==> src/rtl/scarv_ccx_pkg.sv <==
// Shared definitions for the core-complex interrupt controller: register
// offsets, identification constant, register-select enum and decode helpers.
package scarv_ccx_pkg;

   localparam logic [31:0] INTC_OFF_PENDING = 32'h0000_0000;
   localparam logic [31:0] INTC_OFF_ENABLE  = 32'h0000_0004;
   localparam logic [31:0] INTC_OFF_EDGE    = 32'h0000_0008;
   localparam logic [31:0] INTC_OFF_CLAIM   = 32'h0000_000C;
   localparam logic [31:0] INTC_OFF_ID      = 32'h0000_0010;

   localparam logic [31:0] INTC_ID_VALUE    = 32'h1C7C_0001;

   typedef enum logic [2:0] {
      INTC_SEL_PENDING,
      INTC_SEL_ENABLE,
      INTC_SEL_EDGE,
      INTC_SEL_CLAIM,
      INTC_SEL_ID,
      INTC_SEL_NONE
   } intc_sel_e;

   // Map a window-relative byte offset onto a register select.
   function automatic intc_sel_e intc_decode(input logic [31:0] off);
      intc_sel_e sel;
      case (off)
         INTC_OFF_PENDING: sel = INTC_SEL_PENDING;
         INTC_OFF_ENABLE:  sel = INTC_SEL_ENABLE;
         INTC_OFF_EDGE:    sel = INTC_SEL_EDGE;
         INTC_OFF_CLAIM:   sel = INTC_SEL_CLAIM;
         INTC_OFF_ID:      sel = INTC_SEL_ID;
         default:          sel = INTC_SEL_NONE;
      endcase
      return sel;
   endfunction

   // Expand the 4-bit byte strobe into a 32-bit bit mask.
   function automatic logic [31:0] lane_mask(input logic [3:0] strb);
      logic [31:0] m;
      m = '0;
      for (int unsigned b = 0; b < 4; b++) begin
         if (strb[b]) m[b*8 +: 8] = 8'hFF;
      end
      return m;
   endfunction

endpackage

==> src/rtl/scarv_ccx_memif.sv <==
// Simple single-cycle-grant memory-mapped access bus of the core complex.
interface scarv_ccx_memif;
   logic        req;
   logic        wen;
   logic [3:0]  strb;
   logic [31:0] wdata;
   logic [31:0] addr;
   logic        gnt;
   logic        error;
   logic [31:0] rdata;

   modport REQ (output req, wen, strb, wdata, addr, input gnt, error, rdata);
   modport RSP (input req, wen, strb, wdata, addr, output gnt, error, rdata);
endinterface

==> src/rtl/scarv_ccx_intc_prio.sv <==
// Combinational priority encoder: lowest set request index wins.
module scarv_ccx_intc_prio #(
   parameter int unsigned NSRC = 16
) (
   input  logic [NSRC-1:0] req,
   output logic            valid,
   output logic [4:0]      idx
);

   // Scan upward and latch the first set bit.
   always_comb begin
      valid = 1'b0;
      idx   = '0;
      for (int unsigned i = 0; i < NSRC; i++) begin
         if (req[i] && !valid) begin
            valid = 1'b1;
            idx   = 5'(i);
         end
      end
   end

endmodule

==> src/rtl/scarv_ccx_intc.sv <==
// Core-complex external interrupt controller: synchronises raw sources,
// tracks edge/level pending state, and exposes a small MMIO register window.
module scarv_ccx_intc
   import scarv_ccx_pkg::*;
#(
   parameter int unsigned NSRC        = 16,
   parameter logic [31:0] BASE_ADDR   = 32'h0002_0100,
   parameter int unsigned SYNC_STAGES = 2
) (
   input  logic            f_clk,
   input  logic            g_resetn,
   input  logic [NSRC-1:0] src,
   output logic            int_ext,
   output logic [31:0]     int_ext_cause,
   scarv_ccx_memif.RSP     mmio
);

   localparam logic [2:0] WARM_DONE = 3'(SYNC_STAGES + 1);

   logic [SYNC_STAGES-1:0][NSRC-1:0] sync_q;
   logic [NSRC-1:0] lvl, lvl_dly_q, rise;
   logic [2:0]      warm_q;
   logic            armed;

   logic [NSRC-1:0] en_q, edge_q, pend_q;
   logic [NSRC-1:0] en_nxt, edge_nxt, pend_nxt, edge_chg, clr, w_bits;
   logic [NSRC-1:0] pend_vis, active, claim_clr;
   logic            act_valid;
   logic [4:0]      act_idx;

   logic [31:0]     off, wmask, rdata_nxt;
   intc_sel_e       sel;
   logic            acc_err, wr, rd;
   logic            unused_hi;

   assign mmio.gnt  = 1'b1;
   assign unused_hi = ^{wmask[31:NSRC], mmio.wdata[31:NSRC]};

   assign lvl   = sync_q[SYNC_STAGES-1];
   // Edge detection stays masked until the delayed copy holds a post-reset
   // sample, so a source already high at reset release never looks like a rise.
   assign armed = (warm_q == WARM_DONE);
   assign rise  = armed ? (lvl & ~lvl_dly_q) : '0;

   assign pend_vis = (edge_q & pend_q) | (~edge_q & lvl);
   assign active   = pend_vis & en_q;

   scarv_ccx_intc_prio #(.NSRC(NSRC)) u_prio (
      .req   (active),
      .valid (act_valid),
      .idx   (act_idx)
   );

   // Decode the access and compute next register state and read data.
   always_comb begin
      off       = mmio.addr - BASE_ADDR;
      sel       = intc_decode(off);
      wmask     = lane_mask(mmio.strb);
      w_bits    = mmio.wdata[NSRC-1:0] & wmask[NSRC-1:0];
      acc_err   = (mmio.addr[1:0] != 2'b00) || (sel == INTC_SEL_NONE) ||
                  (mmio.wen && (sel == INTC_SEL_CLAIM || sel == INTC_SEL_ID));
      wr        = mmio.req &&  mmio.wen && !acc_err;
      rd        = mmio.req && !mmio.wen && !acc_err;

      claim_clr = '0;
      if (rd && sel == INTC_SEL_CLAIM && act_valid) claim_clr = NSRC'(1) << act_idx;
      clr       = ((wr && sel == INTC_SEL_PENDING) ? w_bits : '0) | claim_clr;

      en_nxt    = (wr && sel == INTC_SEL_ENABLE) ? ((en_q & ~wmask[NSRC-1:0]) | w_bits) : en_q;
      edge_nxt  = (wr && sel == INTC_SEL_EDGE) ? ((edge_q & ~wmask[NSRC-1:0]) | w_bits) : edge_q;
      edge_chg  = edge_nxt ^ edge_q;
      // Set dominates clear; an EDGE mode change drops stored state outright.
      pend_nxt  = ((pend_q & ~clr) | (rise & edge_q)) & ~edge_chg;

      rdata_nxt = '0;
      if (rd) begin
         case (sel)
            INTC_SEL_PENDING: rdata_nxt = 32'(pend_vis);
            INTC_SEL_ENABLE:  rdata_nxt = 32'(en_q);
            INTC_SEL_EDGE:    rdata_nxt = 32'(edge_q);
            INTC_SEL_CLAIM:   rdata_nxt = act_valid ? (32'(act_idx) + 32'd1) : '0;
            INTC_SEL_ID:      rdata_nxt = INTC_ID_VALUE;
            default:          rdata_nxt = '0;
         endcase
      end
   end

   // Source synchronisers, delayed copy for edge detection, warm-up counter.
   always_ff @(posedge f_clk or negedge g_resetn) begin
      if (!g_resetn) begin
         sync_q    <= '0;
         lvl_dly_q <= '0;
         warm_q    <= '0;
      end else begin
         sync_q    <= {sync_q[SYNC_STAGES-2:0], src};
         lvl_dly_q <= lvl;
         if (warm_q != WARM_DONE) warm_q <= warm_q + 3'd1;
      end
   end

   // Software-visible register state.
   always_ff @(posedge f_clk or negedge g_resetn) begin
      if (!g_resetn) begin
         en_q   <= '0;
         edge_q <= '0;
         pend_q <= '0;
      end else begin
         en_q   <= en_nxt;
         edge_q <= edge_nxt;
         pend_q <= pend_nxt;
      end
   end

   // Registered interrupt outputs and bus response.
   always_ff @(posedge f_clk or negedge g_resetn) begin
      if (!g_resetn) begin
         int_ext       <= 1'b0;
         int_ext_cause <= '0;
         mmio.rdata    <= '0;
         mmio.error    <= 1'b0;
      end else begin
         int_ext       <= act_valid;
         int_ext_cause <= act_valid ? 32'(act_idx) : '0;
         if (mmio.req) begin
            mmio.rdata <= rdata_nxt;
            mmio.error <= acc_err;
         end
      end
   end

endmodule
==> src/flat_wrapper.sv <==
// flat-port wrapper written by rule: the top's interface ports become plain ports
module scarv_ccx_intc_flat import scarv_ccx_pkg::*;
#(
   parameter int unsigned NSRC        = 16,
   parameter logic [31:0] BASE_ADDR   = 32'h0002_0100,
   parameter int unsigned SYNC_STAGES = 2
)
  (f_clk, g_resetn, src, int_ext, int_ext_cause, mmio_req, mmio_wen, mmio_strb, mmio_wdata, mmio_addr, mmio_gnt, mmio_error, mmio_rdata);
  scarv_ccx_memif mmio_i ();
  input  logic f_clk;
  input  logic g_resetn;
  input  logic [NSRC-1:0] src;
  output logic int_ext;
  output logic [31:0] int_ext_cause;
  input wire logic [$bits(mmio_i.req)-1:0] mmio_req;
  input wire logic [$bits(mmio_i.wen)-1:0] mmio_wen;
  input wire logic [$bits(mmio_i.strb)-1:0] mmio_strb;
  input wire logic [$bits(mmio_i.wdata)-1:0] mmio_wdata;
  input wire logic [$bits(mmio_i.addr)-1:0] mmio_addr;
  output wire logic [$bits(mmio_i.gnt)-1:0] mmio_gnt;
  output wire logic [$bits(mmio_i.error)-1:0] mmio_error;
  output wire logic [$bits(mmio_i.rdata)-1:0] mmio_rdata;
  assign mmio_i.req = mmio_req;
  assign mmio_i.wen = mmio_wen;
  assign mmio_i.strb = mmio_strb;
  assign mmio_i.wdata = mmio_wdata;
  assign mmio_i.addr = mmio_addr;
  assign mmio_gnt = mmio_i.gnt;
  assign mmio_error = mmio_i.error;
  assign mmio_rdata = mmio_i.rdata;
  scarv_ccx_intc #(.NSRC(NSRC), .BASE_ADDR(BASE_ADDR), .SYNC_STAGES(SYNC_STAGES)) u_core (.f_clk(f_clk), .g_resetn(g_resetn), .src(src), .int_ext(int_ext), .int_ext_cause(int_ext_cause), .mmio(mmio_i));
endmodule
==> config.mk <==
export PLATFORM = sky130hd
export DESIGN_NAME = scarv_ccx_intc_flat
export DESIGN_NICKNAME = d
export VERILOG_FILES = /design/src/rtl/scarv_ccx_pkg.sv /design/src/rtl/scarv_ccx_memif.sv /design/src/rtl/scarv_ccx_intc_prio.sv /design/src/rtl/scarv_ccx_intc.sv /design/src/flat_wrapper.sv
export SDC_FILE = /design/constraint.sdc
export NUM_CORES = 1
export LEC_CHECK = 0
export BUFFER_PORTS_ARGS = -buffer_cell sky130_fd_sc_hd__clkbuf_2
export CORE_UTILIZATION = 50
export CTS_CLUSTER_DIAMETER = 40
export DETAILED_ROUTE_END_ITERATION = 8
export PLACE_DENSITY = 0.75
export SYNTH_ARGS = -nofsm -noshare
export SYNTH_HDL_FRONTEND = slang
export SYNTH_SLANG_ARGS = --single-unit
==> constraint.sdc <==
create_clock -name f_clk -period 3.16 [get_ports f_clk]
set_input_delay 0.632 -clock f_clk [delete_from_list [all_inputs] [get_ports f_clk]]
set_output_delay 0.632 -clock f_clk [all_outputs]
set_load 0.01 [all_outputs]
* Yosys cells after proc, flatten, opt, wreduce, memory -nomap -nowiden
Cells that the tools add are included.
Operators by class: $add $sub $neg 3, eq/ne operators 11, shifts and indexed selects 1, mux-type cells 42, bitwise gates (word level) 21, reductions and logical operators 48
Operators by type and width (count):
- $and A16 B16 Y16 | 10
- $pmux W32 S5 | 1
- $not A16 Y16 | 5
- $or A16 B16 Y16 | 5
- $mux W5 | 15
- $eq A32 B4 Y1 const B | 2
- $mux W16 | 4
- $mux W32 | 2
- $eq A32 B3 Y1 const B | 1
- $eq A32 B5 Y1 const B | 1
- $logic_not A32 Y1 | 1
- $sub A32 B18 Y32 const B | 1
- $logic_and A1 B1 Y1 | 25
- $logic_not A1 Y1 | 17
- $mux W1 | 17
- $mux W8 | 2
- $shl A1 B5 Y16 const A | 1
- $xor A16 B16 Y16 | 1
- $pmux W3 S5 | 1
- $eq A3 B2 Y1 const B | 3
- $add A5 B1 Y6 const B | 1
- $eq A3 B3 Y1 const B | 2
- $add A3 B1 Y3 const B | 1
- $eq A3 B1 Y1 const B | 1
- 4 further kinds | 6
Word-level totals: bits in registers 165, input bits 88, output and inout bits 67, logic and storage cells 137

* Depth between registers and ports, before layout
Gate-level depths: netlist (run 1).
depth after elaboration 57, gate-level depth with buffers 12, depth with buffers taken out 11

* Hierarchy
Synthesis (run 1) repeated with hierarchy kept, for this count alone.
Second synthesis, totals: cells, all modules 686, area, all modules 6739.0 um2
By module, submodules not included:
- scarv_ccx_intc | times used 1, cells an instance 654, area an instance 6543.8 um2, sequential area each 3078.0 um2
- scarv_ccx_intc_prio | times used 1, cells an instance 32, area an instance 195.2 um2, sequential area each 0.0 um2

* Worst setup path after synthesis (run 1)
Ideal clock, no wire load.
kind register -> register, from register u_core.edge_q[13], to register u_core.pend_q[13], library setup time 130 ps, arrival 2549 ps, data required time 3030 ps, path slack 481 ps, cell stages (with the launch flop) 10, path buffers 0, clock period less this slack 2679 ps, cells stage by stage dfrtp_1 > mux2_4 > a222oi_1 > inv_1 > nor4_2 > nand2b_1 > ha_1 > inv_1 > o41ai_1 > a21oi_1
On the way: cells in the longest elaborated chain, start to end 19, elaborated cells on any way between the ends 30, classes of those cells shift (1); mux (8); bitwise (15); reduce/logical (6)
Ends and longest elaborated chain:
- start: declaration | RTL line scarv_ccx_intc.sv:25 | logic [NSRC-1:0] en_q, edge_q, pend_q;
- start signal: assignment | RTL line scarv_ccx_intc.sv:109 | edge_q <= edge_nxt;
- $not A16 Y16 | RTL line scarv_ccx_intc.sv:45 | assign pend_vis = (edge_q & pend_q) | (~edge_q & lvl);
- $and A16 B16 Y16 | RTL line scarv_ccx_intc.sv:45
- $or A16 B16 Y16 | RTL line scarv_ccx_intc.sv:45
- $and A16 B16 Y16 | RTL line scarv_ccx_intc.sv:46 | assign active = pend_vis & en_q;
- $logic_and A1 B1 Y1 | RTL line scarv_ccx_intc_prio.sv:15 | if (req[i] && !valid) begin
- $mux W1 | RTL line scarv_ccx_intc_prio.sv:15
- $logic_not A1 Y1 | RTL line scarv_ccx_intc_prio.sv:15
- $logic_and A1 B1 Y1 | RTL line scarv_ccx_intc_prio.sv:15
- [... 4 more ...]
- $shl A1 B5 Y16 or $logic_and A1 B1 Y1 (tied branches) | RTL line scarv_ccx_intc.sv:66 | if (rd && sel == INTC_SEL_CLAIM && act_valid) claim_clr = NSRC'(1) << act_idx;
- $mux W16 | RTL line scarv_ccx_intc.sv:66
- $or A16 B16 Y16 | RTL line scarv_ccx_intc.sv:67 | clr = ((wr && sel == INTC_SEL_PENDING) ? w_bits : '0) | claim_clr;
- $not A16 Y16 | RTL line scarv_ccx_intc.sv:73 | pend_nxt = ((pend_q & ~clr) | (rise & edge_q)) & ~edge_chg;
- $and A16 B16 Y16 | RTL line scarv_ccx_intc.sv:73
- $or A16 B16 Y16 | RTL line scarv_ccx_intc.sv:73
- $and A16 B16 Y16 (*) | RTL line scarv_ccx_intc.sv:73
- named net u_core.pend_nxt[13] | RTL line scarv_ccx_intc.sv:26 | logic [NSRC-1:0] en_nxt, edge_nxt, pend_nxt, edge_chg, clr, w_bits;
- end signal: assignment | RTL line scarv_ccx_intc.sv:110 | pend_q <= pend_nxt;
- end: declaration | RTL line scarv_ccx_intc.sv:25
Mark *: on every way through the listed nets, which the timed path passes. The rest lies on a longest branch. A chain may end at the register's enable or synchronous reset.

* Worst setup path in the final report (run 1)
from register u_core.edge_q[11], to register u_core.pend_q[14]
On the way: cells in the longest elaborated chain, start to end 25, elaborated cells on any way between the ends 32, classes of those cells shift (1); mux (11); bitwise (10); reduce/logical (10)
Ends and longest elaborated chain (RTL line):
- $not A16 Y16 | scarv_ccx_intc.sv:45
- $and A16 B16 Y16 | scarv_ccx_intc.sv:45
- $or A16 B16 Y16 (*) | scarv_ccx_intc.sv:45
- $and A16 B16 Y16 (*) | scarv_ccx_intc.sv:46
- $logic_and A1 B1 Y1 (*) | scarv_ccx_intc_prio.sv:15
- $mux W1 | scarv_ccx_intc_prio.sv:15
- $logic_not A1 Y1 | scarv_ccx_intc_prio.sv:15
- $logic_and A1 B1 Y1 | scarv_ccx_intc_prio.sv:15
- [... 10 more ...]
- $shl A1 B5 Y16 or $logic_and A1 B1 Y1 (tied branches) | scarv_ccx_intc.sv:66
- $mux W16 (*) | scarv_ccx_intc.sv:66
- $or A16 B16 Y16 (*) | scarv_ccx_intc.sv:67
- $not A16 Y16 (*) | scarv_ccx_intc.sv:73
- $and A16 B16 Y16 (*) | scarv_ccx_intc.sv:73
- $or A16 B16 Y16 (*) | scarv_ccx_intc.sv:73
- $and A16 B16 Y16 (*) | scarv_ccx_intc.sv:73
- named net u_core.pend_nxt[14] | scarv_ccx_intc.sv:26
Marked as above.

==> results of run 1 <==
==> cell usage after synthesis, drive strengths merged (11+ instances only) <==
cell / instances / share of area
o21ai: 18 / 0.014
buf: 58 / 0.067
a211o: 12 / 0.016
dfrtp: 122 / 0.48
a211oi: 11 / 0.013
o22ai: 15 / 0.015
nor2: 11 / 0.0068
nand3: 15 / 0.014
a311oi: 11 / 0.015
nand2: 60 / 0.037
a21oi: 26 / 0.020
nor3b: 16 / 0.023
inv: 17 / 0.0099
nor2b: 17 / 0.017
and4b: 14 / 0.022
mux2: 32 / 0.060
==> critical path, stage by stage, from the launching register on <==
cell and delay, ps:
dfrtp_1 480, mux2i_2 380, o22ai_1 120, a31oi_1 170, o21ai_0 140, a22oi_1 300
nor2b_1 250, ha_1 320, inv_1 70, o41ai_1 390, a221oi_1 170
==> layout make-up <==
cell class                      count  area, um^2  share of cell area
Sequential cell                   122        3050               0.397
Clock inverter                     14         196              0.0255
Timing Repair Buffer              123         716              0.0930
Inverter                           17        63.8             0.00829
Clock buffer                       18         439              0.0571
Tap cell                          172         215              0.0280
Multi-Input combinational cell    416        3010               0.392
==> metrics by stage <==
| step | power [W] | hold slack [ps] | instance area (um^2) | instances | util |
|---|---|---|---|---|---|
| after global routing | 0.00404 | 177 | 7700 | 882 | 0.612 |
| after CTS | 0.00393 | 162 | 7660 | 881 | 0.609 |
| final | 0.00390 | 153 | 7700 | 882 | 0.612 |
| after global placement | 0.00185 | 332 | 7020 | 849 | 0.559 |
| after floorplan | 0.00176 | 331 | 6560 | 621 | - |
| after detailed placement | 0.00185 | 335 | 7020 | 849 | 0.559 |
==> layer usage <==
metal,vias up,track usage
met5,-,0
met4,0,0.106
met3,23,0.0712
met2,269,0.425
met1,2547,0.349
li1,2339,-
==> logic make-up after synthesis <==
group	count (synthesis)	share of synthesized area
other cells	2	0.00117
flops	122	0.475
simple gates	186	0.195
buf+inv	83	0.0816
fa+ha+maj	8	0.0156
mux	36	0.0658
compound gates	147	0.163
xor+xnor	2	0.00273
==> path summary, 6_finish.rpt <==
check | start | end | slack [ps] | cells past startpoint
setup / recovery | u_core.edge_q[11] | u_core.pend_q[14] | 210 | 10
hold / removal | g_resetn | u_core.lvl[14] | 150 | 1
setup reg to reg | u_core.edge_q[11] | u_core.pend_q[14] | 210 | 10
hold reg to reg | u_core.sync_q[3] | u_core.lvl[3] | 350 | 0
max in group asynchronous | g_resetn | async pin | 2290 | 2
min in group f_clk | src[2] | u_core.sync_q[2] | 310 | 1
==> what timing repair did <==
item / 4_1_cts / 5_1_grt
gates resized for setup: 0 / 6
setup endpoints to repair: 0 / 6
buffers inserted: 0 / 1
hold endpoints to repair: 0 / 0
hold buffers: 0 / 0
==> power groups by stage <==
stage	clock network (W)	logic, W	registers (W)
finish	0.00207	0.000216	0.00161
global route	0.00218	0.000241	0.00162
CTS	0.00210	0.000214	0.00161
detailed placement	0	0.000212	0.00164
global placement	0	0.000207	0.00164
floorplan	0	0.000126	0.00164
==> reports/results.ini, run 1 <==
[status]
status = finished, final reports clean

[routing]
drc = 0
drt_wl_total_um = 16800
first_iter_violations = 438
wl_met3_um = 1210
vias = 5178
highest_layer = met4
vias_per_cell = 5.87
firstDrtPassIters = 5
dr_wl_met2_um = 8100
met1Wirelength_um = 7120
post_drt_wl_per_cell_um = 19.0
antenna_left = 0

[clock_network]
cts.sink_count = 122
path_clk_slew_ps = 60
cts_tree = yes
numCtsBuffers = 17
clk_path_buf_depth = 2
cts-root-buf = clkbuf_16
clk_latency_ps = 430
htree_levels = 4

[place]
port_buffers = 99
pre_cts_ws_ps = 136
dp_hpwl_um = 11700
gp_congestion = 0.931

[synthesis]
yosysSeqAreaShare = 0.475
ys_warn_count = 0
ys_types = 69
synth_async_sr_flop_share = 1.00
synth_area_um2 = 6430
synth-edff-count = 0
synth_flop_cell = dfrtp_1
ys_ff_latch = 122
netlist_instances = 586
syn_avg_cell_area_um2 = 11.0

[finish]
syn_to_final_growth_pct = 19.8
final_common_cell = dfrtp_1
drive_gt1_frac = 0.300
antenna_cells = 0
layout_common_cells = dfrtp_1, clkbuf_2, nand2_1
n_fill_cell = 1014
nNetsFinal = 793

[critical_path]
required_ps = 3440
worstPathMaxFanout = 7
arrival_ps = 3230
critPathLaunchType = flip-flop
path_class = reg2reg
crit_path_end_kind = flip-flop

[grt]
grt_pass1_wl_um = 26200
antenna_found_initial = 0
overflow = 0
grt_max_degree = 67
grt_util_all_layers = 0.267
grt_pass1_vias = 4962

[sta]
drv_slew = 0
relSlewSlack = 0.373
period_share = 0.933
fin_tns_setup_ps = 0
hold_viol = 0
setup_viol_count_final = 0
setup_ws_ps = 211
fin_crit_ps = 2950
worst_pin_slew_ps = 941
rsz0062_at_grt = false
clock_skew_ps = 6.13
fmax_ghz = 0.339

[pwr]
irDropWorstVdd_uv = 460
power.share.clock = 0.531
switching_share = 0.228
p_sw_w = 0.000890
pwr-share-seq = 0.414
pwr-share-comb = 0.055
power.density_nw_per_um2 = 507
p_int_w = 0.00301
leakagePower_nw = 3.70

[die]
row_count = 41
start_util = 0.511
num_io_pins = 155
die_w_um = 115
dieArea_um2 = 13300
die_h_um = 115
core_area_um2 = 12600

[run]
maxCapViolCount = 0

[worst_hold_path]
hp-class = in2async

Power figures use the tool's default switching activity.
==> run 2: changes to the inputs <==
BUFFER_PORTS_ARGS = -buffer_cell sky130_fd_sc_hd__buf_2   (was -buffer_cell sky130_fd_sc_hd__clkbuf_2)
SKIP_LAST_GASP = 1   (was default)
==> reports/results.ini, run 2 (synthesis gave the netlist of run 1 again) <==
[status]
status = finished, final reports clean

[grt]
grt_max_degree = 56
grt_util_all_layers = 0.261
overflow = 0
grt_pass1_wl_um = 25200
antenna_found_initial = 0
grt_pass1_vias = 4779

[routing]
drt_wl_total_um = 16600
firstDrtPassIters = 5
post_drt_wl_per_cell_um = 18.8
first_iter_violations = 383
vias = 5114
vias_per_cell = 5.80
drc = 0
antenna_left = 0

[place]
gp_congestion = 0.901
placed_cells = 849
dp_hpwl_um = 11600
dpl_cell_area_um2 = 7000
port_buffers = 99

[worst_hold_path]
hp-class = in2async

[sta]
worst_pin_slew_ps = 1150
hold_viol = 0
clock_skew_ps = 8.41
setup_viol_count_final = 0
worst_hold_slack_ps = 169
fmax_ghz = 0.339
fin_crit_ps = 2950
period_share = 0.933
drv_slew = 0
relSlewSlack = 0.231

[clock_network]
htree_levels = 4
cts_tree = yes
cts-root-buf = clkbuf_16
numCtsBuffers = 17
clk_latency_ps = 430
cts_hold_buffers = 0
clk_path_buf_depth = 2
path_clk_slew_ps = 60
cts.sink_count = 122

[pwr]
p_sw_w = 0.000836
power.density_nw_per_um2 = 523
pwr-share-comb = 0.054
pwr-share-seq = 0.403
leakagePower_nw = 3.70
irDropWorstVdd_uv = 455
p_int_w = 0.00317
power.share.clock = 0.543
switching_share = 0.209

[critical_path]
path_class = reg2reg
cpPeakStageDelay_ps = 450
arrival_ps = 3250
crit_slowest_cell = dfrtp_1
cp_num_buf_inv = 1
r2r_start = u_core.edge_q[10]
critPathLaunchType = flip-flop
critPathTopFamily = compound AO/OA/AOI/OAI gates
crit_path_end_kind = flip-flop
r2r_slack_ps = 210
required_ps = 3470
crit_path_cell_trace = mux2_2 > o2bb2ai_1 > a41o_1 > a21boi_0 > o21ai_0 > a21oi_1 > ha_1 > inv_1 > o41a_1 > a2bb2oi_1
cp-startpoint = u_core.edge_q[10]
worstPathMaxFanout = 7

[finish]
design_area_um2 = 7660
n_fill_cell = 1015
drive_gt1_frac = 0.285
antenna_cells = 0
syn_to_final_growth_pct = 19.2
nNetsFinal = 792
layout.cells.non_filler = 881
layout_common_cells = dfrtp_1, buf_2, nand2_1
final_common_cell = dfrtp_1

[die]
start_util = 0.511
row_count = 41
core_area_um2 = 12600
die_w_um = 115
die_h_um = 115
num_io_pins = 155
dieArea_um2 = 13300

[run]
maxCapViolCount = 0

==> run 2: changes by cell type in the layout (fill, tap and decap cells not counted), sizes merged <==
cell      delta
clkinv       -4
clkinvlp     -3
clkbuf      -92
bufinv       +2
buf         +97
inv          -1
==> run 2: through the flow <==
stage	worst slack (ps)	total power, W	TNS [ps]	util
5_1_grt	-8.90	0.00413	-9.03	0.609
4_1_cts	164	0.00403	0	0.608
3_3_place_gp	144	0.00185	0	0.557
2_1_floorplan	481	0.00176	0	-
6_report	213	0.00401	0	0.609
3_5_place_dp	125	0.00186	0	0.557
==> run 2: power by group through the flow <==
stage | clock network (W) | logic [W] | registers [W]
finish | 0.00217 | 0.000216 | 0.00161
global route | 0.00227 | 0.000241 | 0.00162
CTS | 0.00220 | 0.000217 | 0.00161
detailed placement | 0 | 0.000215 | 0.00164
global placement | 0 | 0.000210 | 0.00164
floorplan | 0 | 0.000126 | 0.00164
==> run 2: per-layer routing <==
layer  wire [um]  global-route usage
met5           0                   0
met4         504               0.122
met3        1310              0.0743
met2        7650               0.394
met1        7140               0.347
==> run 2: repair_timing <==
| action | 4_1_cts | 5_1_grt |
|---|---|---|
| setup buffers | 0 | 0 |
| resized for setup | 0 | 2 |
| endpoints found under the setup margin | 0 | 3 |
==> run 2: layout make-up <==
class,count,area (um^2),area share
inverter,17,63.8,0.00833
timing repair buffer,122,683,0.0892
multi-input combinational,416,2990,0.391
tap,172,215,0.0281
sequential,122,3050,0.399
clock buffer,24,462,0.0603
clock inverter,8,190,0.0248
==> run 2: worst paths after layout <==
| check | endpoint | cells after the start |
|---|---|---|
| worst max-delay path | u_core.pend_q[12] | 10 |
| worst min register to register | u_core.lvl[1] | 0 |
| max in group asynchronous | u_core.edge_q[2] | 2 |
| worst min-delay path | async pin | 1 |
| min in group f_clk | u_core.sync_q[2] | 1 |
| worst max register to register | u_core.pend_q[12] | 10 |
==> run 3: changes to the inputs <==
SYNTH_HIERARCHICAL = 1   (was default)
==> reports/results.ini, run 3 <==
[status]
status = finished, final reports clean

[grt]
grt_max_degree = 65
grt_pass1_vias = 5791
antenna_found_initial = 0
grt_util_all_layers = 0.278
grt_pass1_wl_um = 29900
overflow = 0

[routing]
drt_wl_total_um = 18400
first_iter_violations = 522
drc = 0
post_drt_wl_per_cell_um = 18.1
firstDrtPassIters = 5
antenna_left = 0
vias_per_cell = 5.81
vias = 5911

[clock_network]
htree_levels = 4
cts_hold_buffers = 0
path_clk_slew_ps = 50
clk_latency_ps = 430
clk_path_buf_depth = 2
numCtsBuffers = 17
cts-root-buf = clkbuf_16
cts.sink_count = 123
cts_tree = yes

[sta]
fmax_ghz = 0.321
setup_viol_count_final = 0
worst_pin_slew_ps = 916
fin_crit_ps = 3110
worst_hold_slack_ps = 151
period_share = 0.985
relSlewSlack = 0.390
drv_slew = 0
clock_skew_ps = 16.8
rsz0062_at_grt = true
hold_viol = 0

[place]
port_buffers = 100
placed_cells = 981
gp_congestion = 0.903
dp_hpwl_um = 13200

[critical_path]
critPathLaunchType = flip-flop
r2r_slack_ps = 50
required_ps = 3440
worstPathMaxFanout = 5
crit_path_end_kind = flip-flop
path_class = reg2reg
arrival_ps = 3400

[synthesis]
post-synth-top-area-cell = dfrtp_1
yosysSeqAreaShare = 0.457
syn_avg_cell_area_um2 = 9.82
ys_ff_latch = 123
ys_warn_count = 6
synth_area_um2 = 6740
synth_commonest_cells = dfrtp_1, a21oi_1, inv_1
synth_flop_cell = dfrtp_1
yosysMostFrequentCell = dfrtp_1
synth_area_leaders = dfrtp_1, mux2_2, a21oi_1, buf_4, inv_1
netlist_instances = 686
ys_types = 64
synth-edff-count = 0
synth_async_sr_flop_share = 1.00
yosys.area.top_type_share = 0.457

[finish]
layout_common_cells = dfrtp_1, buf_2, buf_4
n_fill_cell = 1076
layout.cells.non_filler = 1018
syn_to_final_growth_pct = 24.8
drive_gt1_frac = 0.311
final_common_cell = dfrtp_1
final_util = 0.638
antenna_cells = 0
nNetsFinal = 925

[pwr]
power.density_nw_per_um2 = 467
leakagePower_nw = 3.79
p_total_w = 0.00393
irDropWorstVdd_uv = 383

[worst_hold_path]
hp-class = in2async

[die]
row_count = 42
num_io_pins = 155
start_util = 0.511
core_area_um2 = 13200
die_w_um = 118
die_h_um = 118
dieArea_um2 = 13900

[run]
maxCapViolCount = 0

## run 3: metrics by stage
| stage | area [um^2] | setup slack (ps) | TNS (ps) |
|---|---|---|---|
| 6_report | 8410 | 47.0 | 0 |
| 5_1_grt | 8410 | -71.3 | -165 |
| 4_1_cts | 8330 | 18.1 | 0 |
| 3_5_place_dp | 7690 | -224 | -7380 |
| 3_3_place_gp | 7690 | -164 | -5800 |
| 2_1_floorplan | 6900 | -75.1 | -554 |
## run 3: final timing paths
check                                  startpoint           endpoint  depth (start not counted)
max in group asynchronous                g_resetn   u_core/edge_q[1]                          2
worst min register to register  u_core/sync_q[11]     u_core/lvl[11]                          0
worst max-delay path                u_core/lvl[0]   u_core/pend_q[3]                         12
worst max register to register      u_core/lvl[0]   u_core/pend_q[3]                         12
min in group f_clk                        src[12]  u_core/sync_q[12]                          1
worst min-delay path                     g_resetn     u_core/lvl[12]                          1
## run 3: critical path: stages, from the launching register on
cell and delay, ps:
dfrtp_1 390, nor2b_1 160, a21oi_1 150, nor2b_2 100
or4_4 540, nand3b_4 180, nor2_1 130, a221o_1 270
ha_1 260, ha_1 190, nand4b_1 160, o32ai_1 320
a21oi_1 140
## run 3: kinds of logic after synthesis
| kind of cell | count (synthesis) | synth area share |
|---|---|---|
| AND/OR/NAND/NOR | 189 | 0.175 |
| AO/OA/AOI/OAI | 178 | 0.167 |
| buffers and inverters | 128 | 0.0964 |
| flip-flops | 123 | 0.457 |
| multiplexers | 44 | 0.0713 |
| XOR/XNOR | 13 | 0.0169 |
| adder cells (fa/ha/maj) | 8 | 0.0149 |
| other | 3 | 0.00167 |
## run 3: area by class of cell
| type | count | area (um^2) | share of cell area |
|---|---|---|---|
| Inverter | 45 | 169 | 0.0201 |
| Sequential cell | 123 | 3080 | 0.366 |
| Multi-Input combinational cell | 469 | 3200 | 0.381 |
| Clock buffer | 21 | 470 | 0.0559 |
| Clock inverter | 11 | 165 | 0.0196 |
| Timing Repair Buffer | 173 | 1100 | 0.131 |
| Tap cell | 176 | 220 | 0.0262 |
## run 3: metal layers
layer / global-route usage / part of all wire / up-vias
li1: - / - / 2726
met1: 0.364 / 0.44 / 2881
met2: 0.444 / 0.47 / 271
met3: 0.0625 / 0.064 / 33
met4: 0.115 / 0.025 / 0
met5: 0 / 0 / -
## run 3: timing repair
item / in CTS / in global routing
resized for setup: 1 / 13
pin swaps: 0 / 6
endpoints found under the setup margin: 9 / 13
cloned: 0 / 1
setup buffers: 0 / 4
## run 3: report_power, final
part	leakage, nW	switching [W]	internal (W)
combinational	1.97	0.000149	0.0000899
sequential	1.51	0.0000164	0.00161
clock	0.313	0.000692	0.00138
